`src/rtl/tx_arb_pkg.sv`:
```
// Shared types and constants for the transmit arbiter and the fail-safe path.
package tx_arb_pkg;

  typedef enum logic [1:0] {
    ARB_IDLE   = 2'd0,
    ARB_ACTIVE = 2'd1,
    ARB_ABORT  = 2'd2
  } states_t;

  // Backpressure cycles tolerated within one frame before it is aborted.
  localparam int BPLIMIT_DEFAULT = 512;

endpackage

```
`src/rtl/tx_arbiter_if.sv`:
```
// Frame-source / link handshake bundle around the transmit arbiter.
interface tx_arbiter_if #(
  parameter int NREQ = 4
) ();
  localparam int IW = $clog2(NREQ);

  logic [NREQ-1:0] req;
  logic [NREQ-1:0] last;
  logic            bp_enb;
  logic [NREQ-1:0] fault_clr;
  logic [NREQ-1:0] gnt;
  logic [IW-1:0]   sel;
  logic            txen;
  logic [NREQ-1:0] fault;
  logic            busy;

  // Arbiter side.
  modport master (
    input  req, last, bp_enb, fault_clr,
    output gnt, sel, txen, fault, busy
  );

  // Frame sources / serializer side.
  modport slave (
    output req, last, bp_enb, fault_clr,
    input  gnt, sel, txen, fault, busy
  );
endinterface

```
`src/rtl/rr_pick.sv`:
```
// Combinational round-robin picker: first eligible index after ptr, wrapping.
module rr_pick #(
  parameter  int NREQ = 4,
  localparam int IW   = $clog2(NREQ)
) (
  input  logic [NREQ-1:0] elig,
  input  logic [IW-1:0]   ptr,
  output logic [NREQ-1:0] win_oh,
  output logic [IW-1:0]   win_idx,
  output logic            win_vld
);

  // ptr is always a valid index, so one subtraction keeps ptr+k in range.
  function automatic logic [IW-1:0] wrap_add(input logic [IW-1:0] p, input int k);
    int s;
    s = int'(p) + k;
    if (s >= NREQ) s = s - NREQ;
    return s[IW-1:0];
  endfunction

  // Scan from ptr+1 around to ptr itself; the first hit wins.
  always_comb begin
    win_oh  = '0;
    win_idx = '0;
    win_vld = 1'b0;
    for (int k = 1; k <= NREQ; k++) begin
      if (!win_vld && elig[wrap_add(ptr, k)]) begin
        win_vld                  = 1'b1;
        win_idx                  = wrap_add(ptr, k);
        win_oh[wrap_add(ptr, k)] = 1'b1;
      end
    end
  end

endmodule

```
`src/rtl/tx_arbiter.sv`:
```
// Round-robin transmit-link arbiter with per-frame backpressure watchdog.
module tx_arbiter
  import tx_arb_pkg::*;
#(
  parameter int NREQ    = 4,
  parameter int BPLIMIT = BPLIMIT_DEFAULT
) (
  input  logic         clk,
  input  logic         rst,
  tx_arbiter_if.master bus
);

  localparam int CW = $clog2(BPLIMIT + 1);
  localparam int IW = $clog2(NREQ);
  localparam logic [CW-1:0] BP_MAX  = CW'(BPLIMIT);
  localparam logic [IW-1:0] PTR_RST = IW'(NREQ - 1);

  states_t         state_q, state_d;
  logic [CW-1:0]   bpcount_q, bpcount_d;
  logic [IW-1:0]   rr_ptr_q, rr_ptr_d;
  logic [IW-1:0]   sel_q, sel_d;
  logic [NREQ-1:0] gnt_q, gnt_d;
  logic [NREQ-1:0] fault_q, fault_d;
  logic            txen_q, txen_d;

  logic [NREQ-1:0] elig;
  logic [NREQ-1:0] win_oh;
  logic [IW-1:0]   win_idx;
  logic            win_vld;

  // Stall counter stops at the limit so it can never wrap past the check.
  function automatic logic [CW-1:0] sat_inc(input logic [CW-1:0] v);
    return (v >= BP_MAX) ? BP_MAX : v + CW'(1);
  endfunction

  assign elig = bus.req & ~fault_q;

  rr_pick #(.NREQ(NREQ)) u_pick (
    .elig    (elig),
    .ptr     (rr_ptr_q),
    .win_oh  (win_oh),
    .win_idx (win_idx),
    .win_vld (win_vld)
  );

  // Next-state and output decode; a fault set on the abort edge beats a clear.
  always_comb begin
    state_d   = state_q;
    bpcount_d = bpcount_q;
    rr_ptr_d  = rr_ptr_q;
    sel_d     = sel_q;
    gnt_d     = gnt_q;
    txen_d    = txen_q;
    fault_d   = fault_q & ~bus.fault_clr;
    case (state_q)
      ARB_IDLE: begin
        bpcount_d = '0;
        gnt_d     = '0;
        txen_d    = 1'b0;
        if (win_vld) begin
          gnt_d    = win_oh;
          sel_d    = win_idx;
          txen_d   = 1'b1;
          rr_ptr_d = win_idx;
          state_d  = ARB_ACTIVE;
        end
      end
      ARB_ACTIVE: begin
        if (bpcount_q >= BP_MAX) begin
          fault_d   = fault_d | gnt_q;
          gnt_d     = '0;
          txen_d    = 1'b0;
          bpcount_d = '0;
          state_d   = ARB_ABORT;
        end else if (!bus.req[sel_q] || (!bus.bp_enb && bus.last[sel_q])) begin
          gnt_d     = '0;
          txen_d    = 1'b0;
          bpcount_d = '0;
          state_d   = ARB_IDLE;
        end else if (bus.bp_enb) begin
          bpcount_d = sat_inc(bpcount_q);
        end
      end
      ARB_ABORT: begin
        gnt_d     = '0;
        txen_d    = 1'b0;
        bpcount_d = '0;
        state_d   = ARB_IDLE;
      end
      default: begin
        gnt_d     = '0;
        txen_d    = 1'b0;
        bpcount_d = '0;
        state_d   = ARB_IDLE;
      end
    endcase
  end

  // State, counters and registered outputs; reset returns to priority on requester 0.
  always_ff @(posedge clk or negedge rst) begin
    if (!rst) begin
      state_q   <= ARB_IDLE;
      bpcount_q <= '0;
      rr_ptr_q  <= PTR_RST;
      sel_q     <= '0;
      gnt_q     <= '0;
      txen_q    <= 1'b0;
      fault_q   <= '0;
    end else begin
      state_q   <= state_d;
      bpcount_q <= bpcount_d;
      rr_ptr_q  <= rr_ptr_d;
      sel_q     <= sel_d;
      gnt_q     <= gnt_d;
      txen_q    <= txen_d;
      fault_q   <= fault_d;
    end
  end

  assign bus.gnt   = gnt_q;
  assign bus.sel   = sel_q;
  assign bus.txen  = txen_q;
  assign bus.fault = fault_q;
  assign bus.busy  = (state_q != ARB_IDLE);

endmodule
```
`src/flat_wrapper.sv`:
```
// flat-port wrapper written by rule: the top's interface ports become plain ports
module tx_arbiter_flat import tx_arb_pkg::*;
#(
  parameter int NREQ    = 4,
  parameter int BPLIMIT = BPLIMIT_DEFAULT
)
  (clk, rst, bus_req, bus_last, bus_bp_enb, bus_fault_clr, bus_gnt, bus_sel, bus_txen, bus_fault, bus_busy);
  tx_arbiter_if #(.NREQ(NREQ)) bus_i ();
  input  logic clk;
  input  logic rst;
  input wire logic [$bits(bus_i.req)-1:0] bus_req;
  input wire logic [$bits(bus_i.last)-1:0] bus_last;
  input wire logic [$bits(bus_i.bp_enb)-1:0] bus_bp_enb;
  input wire logic [$bits(bus_i.fault_clr)-1:0] bus_fault_clr;
  output wire logic [$bits(bus_i.gnt)-1:0] bus_gnt;
  output wire logic [$bits(bus_i.sel)-1:0] bus_sel;
  output wire logic [$bits(bus_i.txen)-1:0] bus_txen;
  output wire logic [$bits(bus_i.fault)-1:0] bus_fault;
  output wire logic [$bits(bus_i.busy)-1:0] bus_busy;
  assign bus_i.req = bus_req;
  assign bus_i.last = bus_last;
  assign bus_i.bp_enb = bus_bp_enb;
  assign bus_i.fault_clr = bus_fault_clr;
  assign bus_gnt = bus_i.gnt;
  assign bus_sel = bus_i.sel;
  assign bus_txen = bus_i.txen;
  assign bus_fault = bus_i.fault;
  assign bus_busy = bus_i.busy;
  tx_arbiter #(.NREQ(NREQ), .BPLIMIT(BPLIMIT)) u_core (.clk(clk), .rst(rst), .bus(bus_i));
endmodule
```
`config.mk`:
```
export PLATFORM = sky130hd
export DESIGN_NAME = tx_arbiter_flat
export DESIGN_NICKNAME = d
export VERILOG_FILES = /design/src/rtl/tx_arb_pkg.sv /design/src/rtl/tx_arbiter_if.sv /design/src/rtl/rr_pick.sv /design/src/rtl/tx_arbiter.sv /design/src/flat_wrapper.sv
export SDC_FILE = /design/constraint.sdc
export NUM_CORES = 1
export LEC_CHECK = 0
export BUFFER_PORTS_ARGS = -buffer_cell sky130_fd_sc_hd__buf_2
export CORE_UTILIZATION = 45
export CTS_CLUSTER_SIZE = 25
export DETAILED_ROUTE_END_ITERATION = 10
export GPL_TIMING_DRIVEN = 1
export PLACE_DENSITY = 0.66
export SLEW_MARGIN = 20
export SYNTH_ARGS = -nofsm -noshare
export SYNTH_HDL_FRONTEND = slang
export SYNTH_SLANG_ARGS = --single-unit
```
`constraint.sdc`:
```
create_clock -name clk -period 4 [get_ports clk]
set_clock_uncertainty 0.15 [all_clocks]
set_input_delay 0.8 -clock clk [delete_from_list [all_inputs] [get_ports clk]]
set_output_delay 0.8 -clock clk [all_outputs]
set_load 0.005 [all_outputs]
```
==> flow_metrics.py <==
metrics = {
    "outcome": {
        "run_status": "finished, final reports clean",
    },
    "synth": {
        "synthAdderAreaFrac_pct": 7.60,
        "syn-cell-area_um2": 1650,
        "synth_edf_count": 0,
        "ys.flop_type": "dfrtp_1",
        "synth.most_common_cell": "dfrtp_1",
        "synth_fp_nets": 197,
        "synthMuxAreaShare_pct": 6.08,
        "async_flop_share_pct": 100,
        "synth_compound_area_share_pct": 16.1,
        "syn_area_per_cell_um2": 9.57,
        "ys_ff_latch": 25,
        "synth_top_area_cell": "dfrtp_1",
        "synth.top_cell.area_share_pct": 35.0,
        "synthesis.instances": 172,
        "synth_top_family_by_area": "simple AND/OR/NAND/NOR gates",
        "ys_seq_area_share_pct": 38.2,
        "synth_area_leaders": "dfrtp_1 35%, ha_1 7.6%, mux4_2 5.5%",
        "synth-simple-area-share_pct": 20.6,
        "synth-xor-area-share_pct": 5.32,
        "yosysWarningCount": 0,
        "synthTopCellsByCount": "23 x dfrtp_1, 18 x inv_1, 17 x nor2_1",
        "netlist-cell-type-count": 42,
    },
    "layout": {
        "drive_above_1_share_pct": 24.4,
        "fin_area_um2": 1840,
        "nNetsFinal": 223,
        "seqCellArea_um2": 628,
        "diodes": 0,
        "multiInputGateArea_um2": 917,
        "area_delta_synth_final_pct": 11.9,
        "fill_cells": 323,
    },
    "grt": {
        "grt_usage_pct": 19.4,
        "grt_pass1_vias": 1259,
        "grt_pass1_wl_mm": 6.00,
        "grt_max_degree": 26,
        "grt_antenna_before_repair": 0,
        "grt_overflow": 0,
    },
    "timing": {
        "hold_violations": 0,
        "post-route-min-period_ns": 2.76,
        "rsz0062_at_grt": "no",
        "worst_pin_slew_ns": 0.706,
        "drv_slew": 0,
        "maxSlewHeadroom_pct": 52.2,
        "final.period_utilization_pct": 69.0,
        "hold_ws_ns": 0.279,
        "tns_ns": 0,
        "setup_violations": 0,
        "fmax_mhz": 362,
    },
    "clock_tree": {
        "cts_root_buf": "clkbuf_4",
        "htreeDepth": 1,
        "clockBufferDepth": 2,
        "cts_setup_buffers": 0,
        "path_clk_slew_ns": 0.15,
        "clk_latency_ns": 0.33,
        "tritoncts": "built",
        "clock-sinks": 25,
        "cts_resized": 0,
        "numCtsBuffers": 3,
        "cts.hold.buffers_added": 0,
    },
    "drt": {
        "drtIter0Drc": 95,
        "vias": 1295,
        "post_drt_via_cell_ratio": 5.33,
        "drc": 0,
        "first_pass_iters": 4,
        "ant_nets": 0,
        "routedWlPerCell_um": 14.4,
        "wirelength_mm": 3.51,
    },
    "worst_hold_path": {
        "hp-class": "input port to async pin",
    },
    "power": {
        "powerDensity_nw_per_um2": 589,
        "p_leak_nw": 0.861,
        "irDropWorstVdd_mv": 0.320,
        "finalPower_mw": 1.08,
    },
    "setup_path": {
        "worstRegToRegCells": 6,
        "max_stage_delay_ns": 0.68,
        "r2r_end": "u_core.bus.gnt[1]",
        "timing.rr.start": "u_core.rr_ptr_q[0]",
        "crit_fanout": 11,
        "end_kind": "flop",
        "critPathArrivalTime_ns": 2.85,
        "worst_setup_path_start_kind": "flop",
        "critPathKind": "flop to flop",
        "rrSetupSlack_ns": 1.24,
        "required_ns": 4.09,
        "path_cells": "inv_2 > ha_1 > mux4_2 > and2_4 > a221o_1 > a221o_1",
        "cpMostUsedCell": "a221o_1",
        "crit_path_top_delay_cell": "dfstp_2",
    },
    "placed_design": {
        "gp_routability_congestion": 0.917,
        "io_buffer_count": 26,
        "place_area_um2": 1810,
        "post-dp-hpwl_mm": 2.74,
    },
    "die": {
        "die_area_um2": 3900,
        "io_pins": 27,
        "die_h_um": 62.5,
        "coreArea_um2": 3420,
        "die_x_um": 62.5,
        "start_util_pct": 48.2,
        "fp-row-count": 21,
    },
    "run": {
        "cap_violations": 0,
    },
}
==> critical path, delay by kind of cell, from the launching register on <==
kind / cells / cell delay (ns)
DFF: 1 / 0.68
muxes: 1 / 0.53
buffers and inverters: 1 / 0.16
and+or+nand+nor: 1 / 0.16
adders and majority gates: 1 / 0.40
AOI/OAI and AO/OA: 2 / 0.59
==> state kept, by name, summed over array words and instances, names as in the netlist <==
name and count:
u_core.bus.txen 1, u_core.bpcount_q 10, u_core.bus.gnt 4, u_core.rr_ptr_q 2
u_core.bus.sel 2, u_core.state_q 2, u_core.bus.fault 4
==> layout by cell type (no fill, tap or decap), drive strengths merged, types with 4 or more instances in the layout <==
cell type,instances
a221o,8
dfrtp,23
nand2,15
ha,10
mux4,4
nand2b,7
o21ai,7
xnor2,4
nor2,17
nor2b,5
buf,27
a21oi,8
inv,19
xor2,6
==> stage by stage <==
step | worst slack (ns) | std cells | util, %
after floorplan | 1.33 | 172 | -
after global placement | 1.27 | 239 | 53.0
after detailed placement | 1.24 | 239 | 53.0
after CTS | 1.24 | 243 | 53.9
after global routing | 1.11 | 243 | 53.9
final | 1.24 | 243 | 53.9
==> metal layers <==
| layer | global-route usage (%) | share of wire, % |
|---|---|---|
| met3 | 5.47 | 4.9 |
| met1 | 26.8 | 49 |
| met2 | 30.2 | 46 |
| met4 | 4.36 | 0.54 |
| met5 | 0 | 0 |
==> power by group <==
group | switching, mW | internal (mW) | leakage [nW]
Sequential | 0.0770 | 0.315 | 0.330
Combinational | 0.294 | 0.279 | 0.516
Clock | 0.0811 | 0.0383 | 0.0139
==> worst max-delay path by stage <==
stage	slack [ns]	start	to
global placement	1.27	u_core.rr_ptr_q[0]	u_core.bus.gnt[0]
CTS	1.24	u_core.rr_ptr_q[0]	u_core.bus.gnt[0]
detailed placement	1.24	u_core.rr_ptr_q[0]	u_core.bus.gnt[2]
finish	1.24	u_core.rr_ptr_q[0]	u_core.bus.gnt[1]
floorplan	1.33	u_core.rr_ptr_q[1]	u_core.bus.gnt[2]
global route	1.11	u_core.rr_ptr_q[0]	u_core.bus.gnt[1]
==> cell type report <==
cell class / count / area share (%)
clock buffers: 3 / 1.22
multi-input cells: 122 / 49.8
repair buffers: 27 / 7.47
clock inverters: 1 / 0.408
well taps: 46 / 3.12
flip-flops and latches: 25 / 34.1
inverters: 19 / 3.87
==> cells by family after synthesis <==
group	count (synthesis)
AOI/OAI and AO/OA	36
DFF	25
and+or+nand+nor	61
xor gates and xnor gates	10
adders and majority gates	10
buffers and inverters	25
muxes	5
(Power assumes the default switching activity.)
